## src/rtl/booth_divider_pkg.sv

```systemverilog
// Shared definitions for the signed restoring divider: the default operand
// width and the controller state encoding.
package booth_divider_pkg;

    // Divisor/quotient/remainder width; the dividend is twice this wide.
    localparam int DW = 8;

    // Controller states.
    localparam logic [2:0] IDLE = 3'd0;
    localparam logic [2:0] LOAD = 3'd1;
    localparam logic [2:0] ITER = 3'd2;
    localparam logic [2:0] ADJ  = 3'd3;
    localparam logic [2:0] DONE = 3'd4;

endpackage

```

## src/rtl/booth_divider_div_controller.sv

```systemverilog
// Sequencer for the divider: IDLE -> LOAD -> ITER (DW cycles) -> ADJ -> DONE.
// Emits one strobe per datapath action; every operation takes the same
// number of cycles, whatever the operands.
module div_controller
    import booth_divider_pkg::*;
#(
    parameter int DW = booth_divider_pkg::DW
) (
    input  logic clk,
    input  logic rstn,
    input  logic start,
    output logic capture,
    output logic load,
    output logic iter,
    output logic adj,
    output logic busy,
    output logic done
);

    localparam int CW = (DW > 1) ? $clog2(DW) : 1;

    logic [2:0]    state;
    logic [2:0]    state_next;
    logic [CW-1:0] count;

    // Next-state decode; start is only looked at while idle.
    always_comb begin
        state_next = state;
        case (state)
            IDLE:    if (start) state_next = LOAD;
            LOAD:    state_next = ITER;
            ITER:    if (count == '0) state_next = ADJ;
            ADJ:     state_next = DONE;
            DONE:    state_next = IDLE;
            default: state_next = IDLE;
        endcase
    end

    // State register; reset aborts any operation in flight.
    always_ff @(posedge clk or negedge rstn) begin
        if (!rstn) state <= IDLE;
        else       state <= state_next;
    end

    // Iteration counter: armed in LOAD, counts down through ITER.
    always_ff @(posedge clk or negedge rstn) begin
        if (!rstn)                              count <= '0;
        else if (state == LOAD)                 count <= CW'(DW - 1);
        else if (state == ITER && count != '0)  count <= count - 1'b1;
    end

    assign capture = (state == IDLE) && start;
    assign load    = (state == LOAD);
    assign iter    = (state == ITER);
    assign adj     = (state == ADJ);
    assign busy    = (state != IDLE);
    assign done    = (state == DONE);

endmodule

```

## src/rtl/booth_divider.sv

```systemverilog
// Signed 2*DW / DW divider. Restoring division on magnitudes, then sign
// fix-up: quotient truncates toward zero, remainder takes the dividend's sign.
// Divide-by-zero and out-of-range quotients force both results to zero.
module booth_divider
    import booth_divider_pkg::*;
#(
    parameter int DW = booth_divider_pkg::DW
) (
    input  logic            clk,
    input  logic            rstn,
    input  logic            start,
    input  logic [2*DW-1:0] data_in1,
    input  logic [DW-1:0]   data_in2,
    output logic            busy,
    output logic            done,
    output logic [DW-1:0]   quotient,
    output logic [DW-1:0]   remainder,
    output logic            div_zero,
    output logic            overflow
);

    // Largest positive quotient magnitude, and the magnitude of the most negative one.
    localparam logic [DW-1:0] POS_MAX = {1'b0, {(DW-1){1'b1}}};
    localparam logic [DW-1:0] NEG_MAG = {1'b1, {(DW-1){1'b0}}};

    // Magnitude of the dividend; the most negative value maps to 2^(2*DW-1).
    function automatic logic [2*DW-1:0] abs_dividend(input logic signed [2*DW-1:0] v);
        return v[2*DW-1] ? $unsigned(-v) : $unsigned(v);
    endfunction

    // Magnitude of the divisor; -2^(DW-1) maps to 2^(DW-1).
    function automatic logic [DW-1:0] abs_divisor(input logic signed [DW-1:0] v);
        return v[DW-1] ? $unsigned(-v) : $unsigned(v);
    endfunction

    // Two's-complement negate a magnitude when neg is set.
    function automatic logic [DW-1:0] apply_sign(input logic [DW-1:0] mag, input logic neg);
        return neg ? -mag : mag;
    endfunction

    logic capture, load, iter, adj;

    logic signed [2*DW-1:0] dividend_reg;
    logic signed [DW-1:0]   divisor_reg;
    logic [DW:0]            rem_reg;
    logic [DW-1:0]          quo_reg;
    logic [DW-1:0]          bmag_reg;
    logic                   sa, sb, dz, ovf_pre;

    logic [2*DW-1:0] a_mag;
    logic [DW-1:0]   b_mag;
    logic [DW:0]     shifted;
    logic [DW:0]     diff;
    logic            fits;
    logic            neg;
    logic            ovf_now;

    div_controller #(.DW(DW)) u_ctrl (
        .clk     (clk),
        .rstn    (rstn),
        .start   (start),
        .capture (capture),
        .load    (load),
        .iter    (iter),
        .adj     (adj),
        .busy    (busy),
        .done    (done)
    );

    assign a_mag   = abs_dividend(dividend_reg);
    assign b_mag   = abs_divisor(divisor_reg);

    // One restoring step: shift {R,Q} left, subtract |b| if it fits.
    assign shifted = {rem_reg[DW-1:0], quo_reg[DW-1]};
    assign fits    = (shifted >= {1'b0, bmag_reg});
    assign diff    = shifted - {1'b0, bmag_reg};

    // Range check of the signed quotient; ovf_pre already caught |q| >= 2^DW.
    assign neg     = sa ^ sb;
    assign ovf_now = ovf_pre
                   | (!neg && (quo_reg > POS_MAX))
                   | ( neg && (quo_reg > NEG_MAG));

    // Operand capture, magnitude/sign load and the iteration datapath.
    always_ff @(posedge clk) begin
        if (capture) begin
            dividend_reg <= $signed(data_in1);
            divisor_reg  <= $signed(data_in2);
        end
        if (load) begin
            rem_reg  <= {1'b0, a_mag[2*DW-1:DW]};
            quo_reg  <= a_mag[DW-1:0];
            bmag_reg <= b_mag;
            sa       <= dividend_reg[2*DW-1];
            sb       <= divisor_reg[DW-1];
            dz       <= (divisor_reg == '0);
            ovf_pre  <= (a_mag[2*DW-1:DW] >= b_mag);
        end else if (iter) begin
            rem_reg  <= fits ? diff : shifted;
            quo_reg  <= {quo_reg[DW-2:0], fits};
        end
    end

    // Result and flag registers, updated together once the magnitudes are final.
    always_ff @(posedge clk or negedge rstn) begin
        if (!rstn) begin
            quotient  <= '0;
            remainder <= '0;
            div_zero  <= 1'b0;
            overflow  <= 1'b0;
        end else if (adj) begin
            div_zero <= dz;
            overflow <= ovf_now;
            if (dz || ovf_now) begin
                quotient  <= '0;
                remainder <= '0;
            end else begin
                quotient  <= apply_sign(quo_reg, neg);
                remainder <= apply_sign(rem_reg[DW-1:0], sa);
            end
        end
    end

endmodule

```

## config.mk

```make
export PLATFORM = sky130hd
export DESIGN_NAME = booth_divider
export DESIGN_NICKNAME = d
export VERILOG_FILES = /design/src/rtl/booth_divider_pkg.sv /design/src/rtl/booth_divider_div_controller.sv /design/src/rtl/booth_divider.sv
export SDC_FILE = /design/constraint.sdc
export NUM_CORES = 1
export LEC_CHECK = 0
export ABC_AREA = 1
export BUFFER_PORTS_ARGS = -buffer_cell sky130_fd_sc_hd__buf_2
export CAP_MARGIN = 20
export CORE_MARGIN = 3
export CORE_UTILIZATION = 54
export DETAILED_ROUTE_END_ITERATION = 10
export PLACE_DENSITY = 0.77
export SLEW_MARGIN = 15
export SYNTH_ARGS = -nofsm -noshare
export SYNTH_HDL_FRONTEND = slang
export SYNTH_HIERARCHICAL = 1
export SYNTH_SLANG_ARGS = --single-unit
```

## constraint.sdc

```tcl
create_clock -name clk -period 2 [get_ports clk]
set_input_delay 0.2 -clock clk [delete_from_list [all_inputs] [get_ports clk]]
set_output_delay 0.2 -clock clk [all_outputs]
set_load 0.1 [all_outputs]
```

==> results.py <==
metrics = {
    "synthesis": {
        "synth_cells": 513,
        "synth_sequential_area_ratio_pct": 48.5,
        "syn-num-nets": 563,
        "syn-cell-area_sq_um": 4460,
        "postSynthRegisterBits": 76,
        "synth.avg_cell_area_sq_um": 8.69,
        "yosysUniqueCellTypes": 37,
        "yosys_warnings": 6,
    },
    "floorplan": {
        "pin_count": 47,
        "initial_utilization_pct": 56.8,
        "coreArea_sq_um": 7850,
        "die_width_um": 96.8,
        "die_h_um": 96.8,
        "design.die.area_sq_um": 9380,
        "rows": 32,
    },
    "cts": {
        "h-tree-depth": 3,
        "clock_tree.root_cell": "sky130_fd_sc_hd__clkbuf_8",
        "worst_setup_hold_path_clk_slew_ns": 0.08,
        "tritoncts": "yes",
        "tritoncts.num_buffers": 9,
        "cts_buffer_depth": 2,
        "worst_skew_late_latency_ns": 0.36,
        "clock_net_sink_count": 76,
    },
    "sta": {
        "post-route-worst-setup-slack_ns": -0.162,
        "setup_violations": 1,
        "period_minus_slack_ns": 2.16,
        "maxSlewHeadroom_pct": 65.1,
        "worst-slew-pin-transition_ns": 0.524,
        "max_freq_mhz": 462,
        "finalCritPeriodShare_pct": 108,
        "timing.setup.tns_ns": -0.162,
        "hold_viol_final": 0,
        "grt_setup_unrepaired": "yes",
        "timing.final.max_slew_violations": 0,
        "worst_clock_skew_ns": 0.0115,
    },
    "global_routing": {
        "grt_max_degree": 27,
        "antenna_violations_before_repair": 0,
        "gr-usage-all-layers_pct": 21.4,
        "number_of_global_route_vias_before_repair": 3670,
        "grt_pass1_wl_mm": 16.6,
        "grt_overflow": 0,
    },
    "critical_path": {
        "timing.critical_path.slowest_stage_cell": "sky130_fd_sc_hd__edfxtp_1",
        "critical_path_class": "reg -> reg",
        "critical_path.max_fanout": 3,
        "worstPathRequired_ns": 2.09,
        "critical_path_arrival_ns": 2.26,
        "worst_path_most_repeated_cell": "sky130_fd_sc_hd__nand2_1",
        "end_kind": "register",
        "crit_path_cell_trace": "inv_2 -> ha_2 -> nand3_2 -> nor2_4 -> nand2_2 -> nand2_2 -> nand2_1 -> nand2_1 -> nand2_1 -> ha_1 -> nand2_1 -> nor2_2 -> nand4_1 -> o2111ai_1",
        "critPathLaunchType": "register",
        "setup.reg_to_reg.worst_slack_ns": -0.16,
        "worst_path_largest_cell_delay_ns": 0.45,
    },
    "routing": {
        "detail_route.wl_per_cell_um": 13.6,
        "drtPass1Iterations": 5,
        "viasPerCell": 5.19,
        "number_of_design_rule_violations_left_after_detail_routing": 0,
        "detailroute.via_count": 3729,
        "detail_route_antenna_nets": 0,
        "1st_iter_drt_viols": 236,
        "wl_mm": 9.81,
    },
    "placement": {
        "place_congestion": 0.913,
        "io_buffers": 46,
        "place.detailed.hpwl_mm": 6.95,
    },
    "run_status": {
        "status": "complete, but fails checks",
        "failing_checks": "negative setup slack",
    },
    "final_layout": {
        "layout_area_overhead_pct": 24.2,
        "drive_above_1_share_pct": 27.7,
        "largest_reg_flops": 16,
        "layout.filler_cells": 603,
        "final_net_count": 662,
        "antennaDiodeCount": 0,
    },
    "worst_hold_path": {
        "worstHoldPathType": "in -> reg",
    },
    "flow_run": {
        "drv_cap": 0,
    },
}
[worst max-delay path: cells and delay by family (launching register included)]
kind	cells	cell delay [ns]
buf+inv	1	0.09
flops	1	0.45
compound gates	1	0.12
fa+ha+maj	2	0.46
simple gates	10	0.81
[final timing paths]
| check | start | to | cells past startpoint |
|---|---|---|---|
| min | data_in1[2] | dividend_reg[2]$_DFFE_PP_ | 1 |
| max | dividend_reg[0]$_DFFE_PP_ | ovf_pre$_DFFE_PP_ | 14 |
| max in group asynchronous | rstn | remainder[1]$_DFFE_PN0P_ | 2 |
| min reg2reg | quotient[1]$_DFFE_PN0P_ | quotient[1]$_DFFE_PN0P_ | 2 |
| min in group asynchronous | rstn | quotient[3]$_DFFE_PN0P_ | 2 |
| max reg2reg | dividend_reg[0]$_DFFE_PP_ | ovf_pre$_DFFE_PP_ | 14 |
[cells in the final DEF, fill, tap and decap left out, drive strengths merged]
cell and n:
nand3b 5, dlygate4sd3 1, o21ai 28, nor4 2, clkbuf 10, nand2 137
xor2 22, buf 95, edfxtp 52, nor3 8, o22ai 1, nand4 12
o21bai 1, nor2 47, fa 1, a31oi 2, or2 5, clkinv 5
inv 81, ha 22, xnor2 3, a21oi 9, nand3 43, o2111ai 1
dfrtp 24
[cell families after synthesis]
logic type	synth area share (%)
buffers and inverters	8.09
adder cells (fa/ha/maj)	6.63
AND/OR/NAND/NOR	25.9
AO/OA/AOI/OAI	5.78
flip-flops	48.5
XOR/XNOR	5.08
[cell usage after synthesis, drive strengths merged]
| cell | instances | area [sq um] |
|---|---|---|
| a21oi | 9 | 45.0 |
| a31oi | 2 | 12.5 |
| buf | 5 | 43.8 |
| clkbuf | 4 | 16.3 |
| clkinv | 1 | 3.75 |
| dfrtp | 24 | 601 |
| edfxtp | 52 | 1560 |
| fa | 1 | 20.0 |
| ha | 22 | 275 |
| inv | 79 | 297 |
| nand2 | 136 | 523 |
| nand3 | 43 | 238 |
| nand3b | 5 | 37.5 |
| nand4 | 12 | 75.1 |
| nor2 | 47 | 189 |
| nor3 | 8 | 45.0 |
| nor4 | 2 | 12.5 |
| o2111ai | 1 | 8.76 |
| o21ai | 28 | 178 |
| o21bai | 1 | 7.51 |
| o22ai | 1 | 6.26 |
| or2 | 5 | 33.8 |
| xnor2 | 3 | 26.3 |
| xor2 | 22 | 200 |
[cell type report]
| class | count | area (sq um) | area share, % |
|---|---|---|---|
| flip-flops and latches | 76 | 2160 | 39.1 |
| well taps | 102 | 128 | 2.31 |
| multi-input cells | 349 | 2120 | 38.2 |
| clock inverters | 6 | 45.0 | 0.814 |
| repair buffers | 96 | 636 | 11.5 |
| inverters | 80 | 300 | 5.42 |
| clock buffers | 10 | 149 | 2.69 |
[per-stage QoR]
step | hold slack (ns) | instance area (sq um) | utilization [%] | cells | setup slack, ns
after floorplan | -0.0956 | 4470 | - | 513 | 0.0198
after global placement | 0.197 | 5060 | 64.5 | 689 | -0.0916
after detailed placement | 0.204 | 5060 | 64.5 | 689 | -0.182
after CTS | 0.0129 | 5420 | 69.1 | 717 | -0.0686
after global routing | 0.00477 | 5540 | 70.5 | 719 | -0.337
final | 0.0169 | 5540 | 70.5 | 719 | -0.162
[metal layers]
layer,global-route usage (%),share of wire [%],vias up
met1,26.8,44,1717
met4,8.21,1.9,0
met3,4.11,4.7,18
met2,36.8,49,122
li1,-,-,1872
met5,0,0,-
[timing repair]
action,4_1_cts,5_1_grt
hold buffers,1,0
hold endpoints to repair,24,0
setup endpoints to repair,3,11
gates cloned,0,1
pin swaps,7,7
buffers inserted,11,4
resized for setup,20,21
Power is not shown: default switching activity piles up to over one toggle a cycle in this logic, so the estimate is an artifact.
